File: src/rtl/instr_fetch_unit.sv
// Byte-serial instruction fetch: gathers four little-endian bytes over a
// req/ack memory port into a 32-bit word and advances the PC.
module instr_fetch_unit #(
  parameter int unsigned ADDR_W   = 8,
  parameter logic [ADDR_W-1:0] RESET_PC = '0
) (
  input  logic              clk,
  input  logic              reset,
  input  logic              fetch,
  input  logic              pc_load,
  input  logic [ADDR_W-1:0] pc_in,
  output logic              mem_rd,
  output logic [ADDR_W-1:0] mem_addr,
  input  logic              mem_ack,
  input  logic [7:0]        mem_data,
  output logic [31:0]       instr,
  output logic [5:0]        op,
  output logic [5:0]        funct,
  output logic [ADDR_W-1:0] pc,
  output logic              valid,
  output logic              busy
);

  typedef enum logic {
    IDLE = 1'b0,
    RD   = 1'b1
  } state_t;

  state_t            state_reg, state_next;
  logic [1:0]        cnt_reg, cnt_next;
  logic [ADDR_W-1:0] pc_reg, pc_next;
  logic [31:0]       instr_reg, instr_next;
  logic [23:0]       shadow_reg, shadow_next;
  logic              valid_reg, valid_next;
  logic              capture;
  logic [7:0]        lane_next [3];

  // Lower three bytes park in the shadow register; the fourth commits directly.
  generate
    for (genvar gi = 0; gi < 3; gi++) begin : g_lane
      assign lane_next[gi] = (capture && (cnt_reg == 2'(gi))) ? mem_data
                                                              : shadow_reg[8*gi +: 8];
    end
  endgenerate

  assign shadow_next = {lane_next[2], lane_next[1], lane_next[0]};

  always_ff @(posedge clk) begin
    if (reset) begin
      state_reg  <= IDLE;
      cnt_reg    <= 2'd0;
      pc_reg     <= RESET_PC;
      instr_reg  <= 32'd0;
      shadow_reg <= 24'd0;
      valid_reg  <= 1'b0;
    end else begin
      state_reg  <= state_next;
      cnt_reg    <= cnt_next;
      pc_reg     <= pc_next;
      instr_reg  <= instr_next;
      shadow_reg <= shadow_next;
      valid_reg  <= valid_next;
    end
  end

  always_comb begin
    state_next = state_reg;
    cnt_next   = cnt_reg;
    pc_next    = pc_reg;
    instr_next = instr_reg;
    valid_next = valid_reg;
    capture    = 1'b0;
    unique case (state_reg)
      IDLE: begin
        // Redirect is applied first so a simultaneous fetch starts at pc_in.
        if (pc_load) begin
          pc_next    = pc_in;
          valid_next = 1'b0;
        end
        if (fetch) begin
          state_next = RD;
          cnt_next   = 2'd0;
          valid_next = 1'b0;
        end
      end
      RD: begin
        if (pc_load) begin
          pc_next    = pc_in;
          state_next = IDLE;
          cnt_next   = 2'd0;
        end else if (mem_ack) begin
          if (cnt_reg == 2'd3) begin
            instr_next = {mem_data, shadow_reg};
            pc_next    = pc_reg + ADDR_W'(4);
            valid_next = 1'b1;
            state_next = IDLE;
            cnt_next   = 2'd0;
          end else begin
            capture  = 1'b1;
            cnt_next = cnt_reg + 2'd1;
          end
        end
      end
      default: state_next = IDLE;
    endcase
  end

  assign busy     = (state_reg == RD);
  assign mem_rd   = busy;
  assign mem_addr = busy ? ADDR_W'(pc_reg + ADDR_W'(cnt_reg)) : '0;
  assign instr    = instr_reg;
  assign op       = instr_reg[31:26];
  assign funct    = instr_reg[5:0];
  assign pc       = pc_reg;
  assign valid    = valid_reg;

endmodule
File: config.mk
export PLATFORM = sky130hd
export DESIGN_NAME = instr_fetch_unit
export DESIGN_NICKNAME = d
export VERILOG_FILES = /design/src/rtl/instr_fetch_unit.sv
export SDC_FILE = /design/constraint.sdc
export NUM_CORES = 1
export LEC_CHECK = 0
export ABC_AREA = 0
export ABC_CLOCK_PERIOD_IN_PS = 2200
export CAP_MARGIN = 20
export CELL_PAD_IN_SITES_DETAIL_PLACEMENT = 0
export CELL_PAD_IN_SITES_GLOBAL_PLACEMENT = 2
export CORE_MARGIN = 10
export CORE_UTILIZATION = 35
export DETAILED_ROUTE_END_ITERATION = 7
export DONT_BUFFER_PORTS = 1
export PLACE_DENSITY_LB_ADDON = 0.1
export SLEW_MARGIN = 20
export SYNTH_ARGS = -nofsm -noshare
export SYNTH_HDL_FRONTEND = slang
export SYNTH_SLANG_ARGS = --single-unit
File: constraint.sdc
create_clock -name clk -period 2.2 [get_ports clk]
set_input_delay 0.44 -clock clk [delete_from_list [all_inputs] [get_ports clk]]
set_output_delay 0.44 -clock clk [all_outputs]
set_load 0.005 [all_outputs]
==> metrics.cfg <==
[worst_hold_path]
hold_path_class = in -> reg
holdPathEnd = instr[18]
cell_count_of_the_worst_hold_path = 1
worstHoldStart = reset

[timing]
relSlewSlack_pct = 76.0
final-max-slew-violation-count = 0
final_min_period_over_clock_period_pct = 93.9
finalWorstPathRequiredPeriod_ps = 2070
setup_violations = 0
max_slew.worst_pin.slew_ps = 359
rsz_0062_raised_after_global_routing = no
final.setup.tns_ps = 0
worst_slack_ps = 133
max_clock_freq_ghz = 0.484
hold_violations = 0
skew_ps = 8.56

[floorplanning]
row_count = 33
ios = 84
fp.dieH_um = 112
initial_utilization_pct = 35.9
floorplan.core_area_sq_um = 8180
floorplan.die.width_um = 112
die_area_sq_um = 12400

[final_layout]
layout-drive-gt1-share_pct = 9.01
area_growth_syn_to_layout_pct = 5.46
antennaDiodeCount = 0
layout.nets = 379
finish.cell_count_without_fillers = 460
largest_reg_flops = 32
finish.instance_area_sq_um = 3090

[clock_tree]
clkLatencyLatePin_ps = 340
tritoncts = yes
post_cts_hold_buffer_count = 0
cts_inserted_buffers = 9
cts_num_sinks = 68
clk_pin_slew_ps = 70
post_cts_buffers = 0
clock_tree.root_cell = sky130_fd_sc_hd__clkbuf_8
clockBufferDepth = 2
cts_h_tree_depth = 3
post_cts_resized = 0

[critical_path]
r2r_start = cnt_reg[1]
endpoint_type_of_the_worst_setup_path = primary output
worst-path-max-fanout = 3
r2r_cells = 6
worstPathRequired_ps = 1760
reg2reg_to = instr[5]
worst_setup_slack_for_register_to_register_paths_ps = 470
worst-endpoint-arrival_ps = 1630
criticalPathCategory = reg -> out
worstSetupStartpointType = register

[yosys]
synth-seq-area-share_pct = 46.4
ys_top_cells_by_area = sky130_fd_sc_hd__dfxtp_1 (46%), sky130_fd_sc_hd__nand2_1 (14%), sky130_fd_sc_hd__a21oi_1 (10%), sky130_fd_sc_hd__nand3_1 (4.6%), sky130_fd_sc_hd__buf_4 (4.1%)
syn_inst = 366
synth.yosys.warnings = 0
yosys.cell_types.count = 32
ys_ff_latch = 68
netlist.top_cell.by_area = sky130_fd_sc_hd__dfxtp_1
edff_count_synth = 0
mappedNetlistNets = 395
synth_area_per_cell_sq_um = 8.01
synthArstFlopShare_pct = 0
yosysTopAreaCellShare_pct = 46.4
synth.cell_area_sq_um = 2930
synth_top_flop_cell = sky130_fd_sc_hd__dfxtp_1

[power_and_ir_drop]
power.density_cell_area_nw_per_um2 = 757
leakagePower_nw = 1.06
vdd.ir_drop.worst_uv = 264

[global_route]
grt_pass1_wl_um = 12600
grt_max_degree = 70
first_global_vias = 2234
globalRouteTotalUtil_pct = 12.3
grt_overflow = 0
antenna_found_initial = 0

[outcome]
outcome = completed

[flow_run]
max_cap_viol_count = 0

[routing]
post-route-drc-count = 0
route.antenna.remaining_nets = 0
post_drt_wl_per_cell_um = 16.6
detailedRoute.firstPassIterationCount = 4
drt-vias-per-instance = 5.02
post_route_wl_um = 7650
initialDrtViolationCount = 108
dr_total_vias = 2310

[place]
place_ws_ps = 413
dpl_cells = 444
count_of_input_and_output_buffers = 0
post_dp_cell_area_sq_um = 2910
place.detailed.hpwl_um = 5300
place_congestion = 0.721

layout make-up:
type / count / area (sq um)
Timing Repair Buffer: 9 / 67.6
Fill cell: 891 / 5080
Sequential cell: 68 / 1360
Multi-Input combinational cell: 257 / 1330
Clock buffer: 11 / 131
Inverter: 5 / 18.8
Clock inverter: 5 / 52.6
Tap cell: 105 / 131
synth_stat cells (4+ instances only):
| master | count |
|---|---|
| sky130_fd_sc_hd__buf_2 | 6 |
| sky130_fd_sc_hd__clkbuf_1 | 11 |
| sky130_fd_sc_hd__ha_1 | 7 |
| sky130_fd_sc_hd__nor2_1 | 14 |
| sky130_fd_sc_hd__xor2_1 | 6 |
| sky130_fd_sc_hd__a21oi_1 | 60 |
| sky130_fd_sc_hd__a21oi_2 | 5 |
| sky130_fd_sc_hd__buf_4 | 16 |
| sky130_fd_sc_hd__inv_1 | 5 |
| sky130_fd_sc_hd__o21ai_0 | 4 |
| sky130_fd_sc_hd__nand3_1 | 27 |
| sky130_fd_sc_hd__nand2_1 | 106 |
| sky130_fd_sc_hd__dfxtp_1 | 68 |
per-stage QoR:
stage          total power, mW  hold WS (ps)  utilization, %
2_1_floorplan             1.37           432               -
3_3_place_gp              1.38           437            35.5
3_5_place_dp              1.38           439            35.5
4_1_cts                   2.39           144            37.8
5_1_grt                   2.45           134            37.8
6_report                  2.34           166            37.8
logic make-up (layout without fill, tap and decap cells):
kind of cell	count (synthesis)	after routing	share of synthesized area, %
flip-flops	68	68	46.4
AO/OA/AOI/OAI	77	77	14.4
buffers and inverters	41	30	8.32
adder cells (fa/ha/maj)	8	8	3.67
multiplexers	3	3	1.02
XOR/XNOR	9	9	2.69
AND/OR/NAND/NOR	160	160	23.4
worst max-delay path by stage:
stage / startpoint / endpoint / slack, ps / depth (start not counted)
3_3_place_gp: pc[0] / mem_addr[6] / 420 / 5
4_1_cts: pc[0] / mem_addr[6] / 30 / 5
3_5_place_dp: pc[0] / mem_addr[6] / 410 / 5
6_report: pc[0] / mem_addr[6] / 130 / 5
5_1_grt: cnt_reg[1] / mem_addr[7] / 1 / 5
2_1_floorplan: pc[0] / mem_addr[6] / 500 / 5
worst max-delay path: stages, from the launching register on:
cell and delay [ps]:
sky130_fd_sc_hd__dfxtp_1 340, sky130_fd_sc_hd__ha_1 230, sky130_fd_sc_hd__fa_2 370, sky130_fd_sc_hd__nand4_1 120, sky130_fd_sc_hd__xor2_1 150, sky130_fd_sc_hd__nor2_1 70
power by group:
part	switching, mW	internal, mW
Sequential	0.0169	1.25
Clock	0.472	0.519
Combinational	0.0498	0.0364
Total	0.539	1.80
placed cells by master, fill, tap and decap left out, drive strengths merged, types with 2 or more instances in the layout:
cell type / instances
a211oi: 2
a21oi: 65
and2: 2
buf: 9
clkbuf: 11
clkinv: 3
dfxtp: 68
ha: 7
inv: 5
mux2i: 3
nand2: 107
nand2b: 2
nand3: 27
nand4: 3
nor2: 15
o21ai: 4
o22ai: 2
xnor2: 3
xor2: 6
metal layers:
| layer | vias to the layer above | wire [um] | GRT usage (%) |
|---|---|---|---|
| li1 | 1169 | - | - |
| met1 | 1057 | 3530 | 15.9 |
| met2 | 77 | 3320 | 17.9 |
| met3 | 7 | 709 | 5.42 |
| met4 | 0 | 80 | 3.60 |
| met5 | - | 0 | 0 |
(Power assumes the default switching activity.)
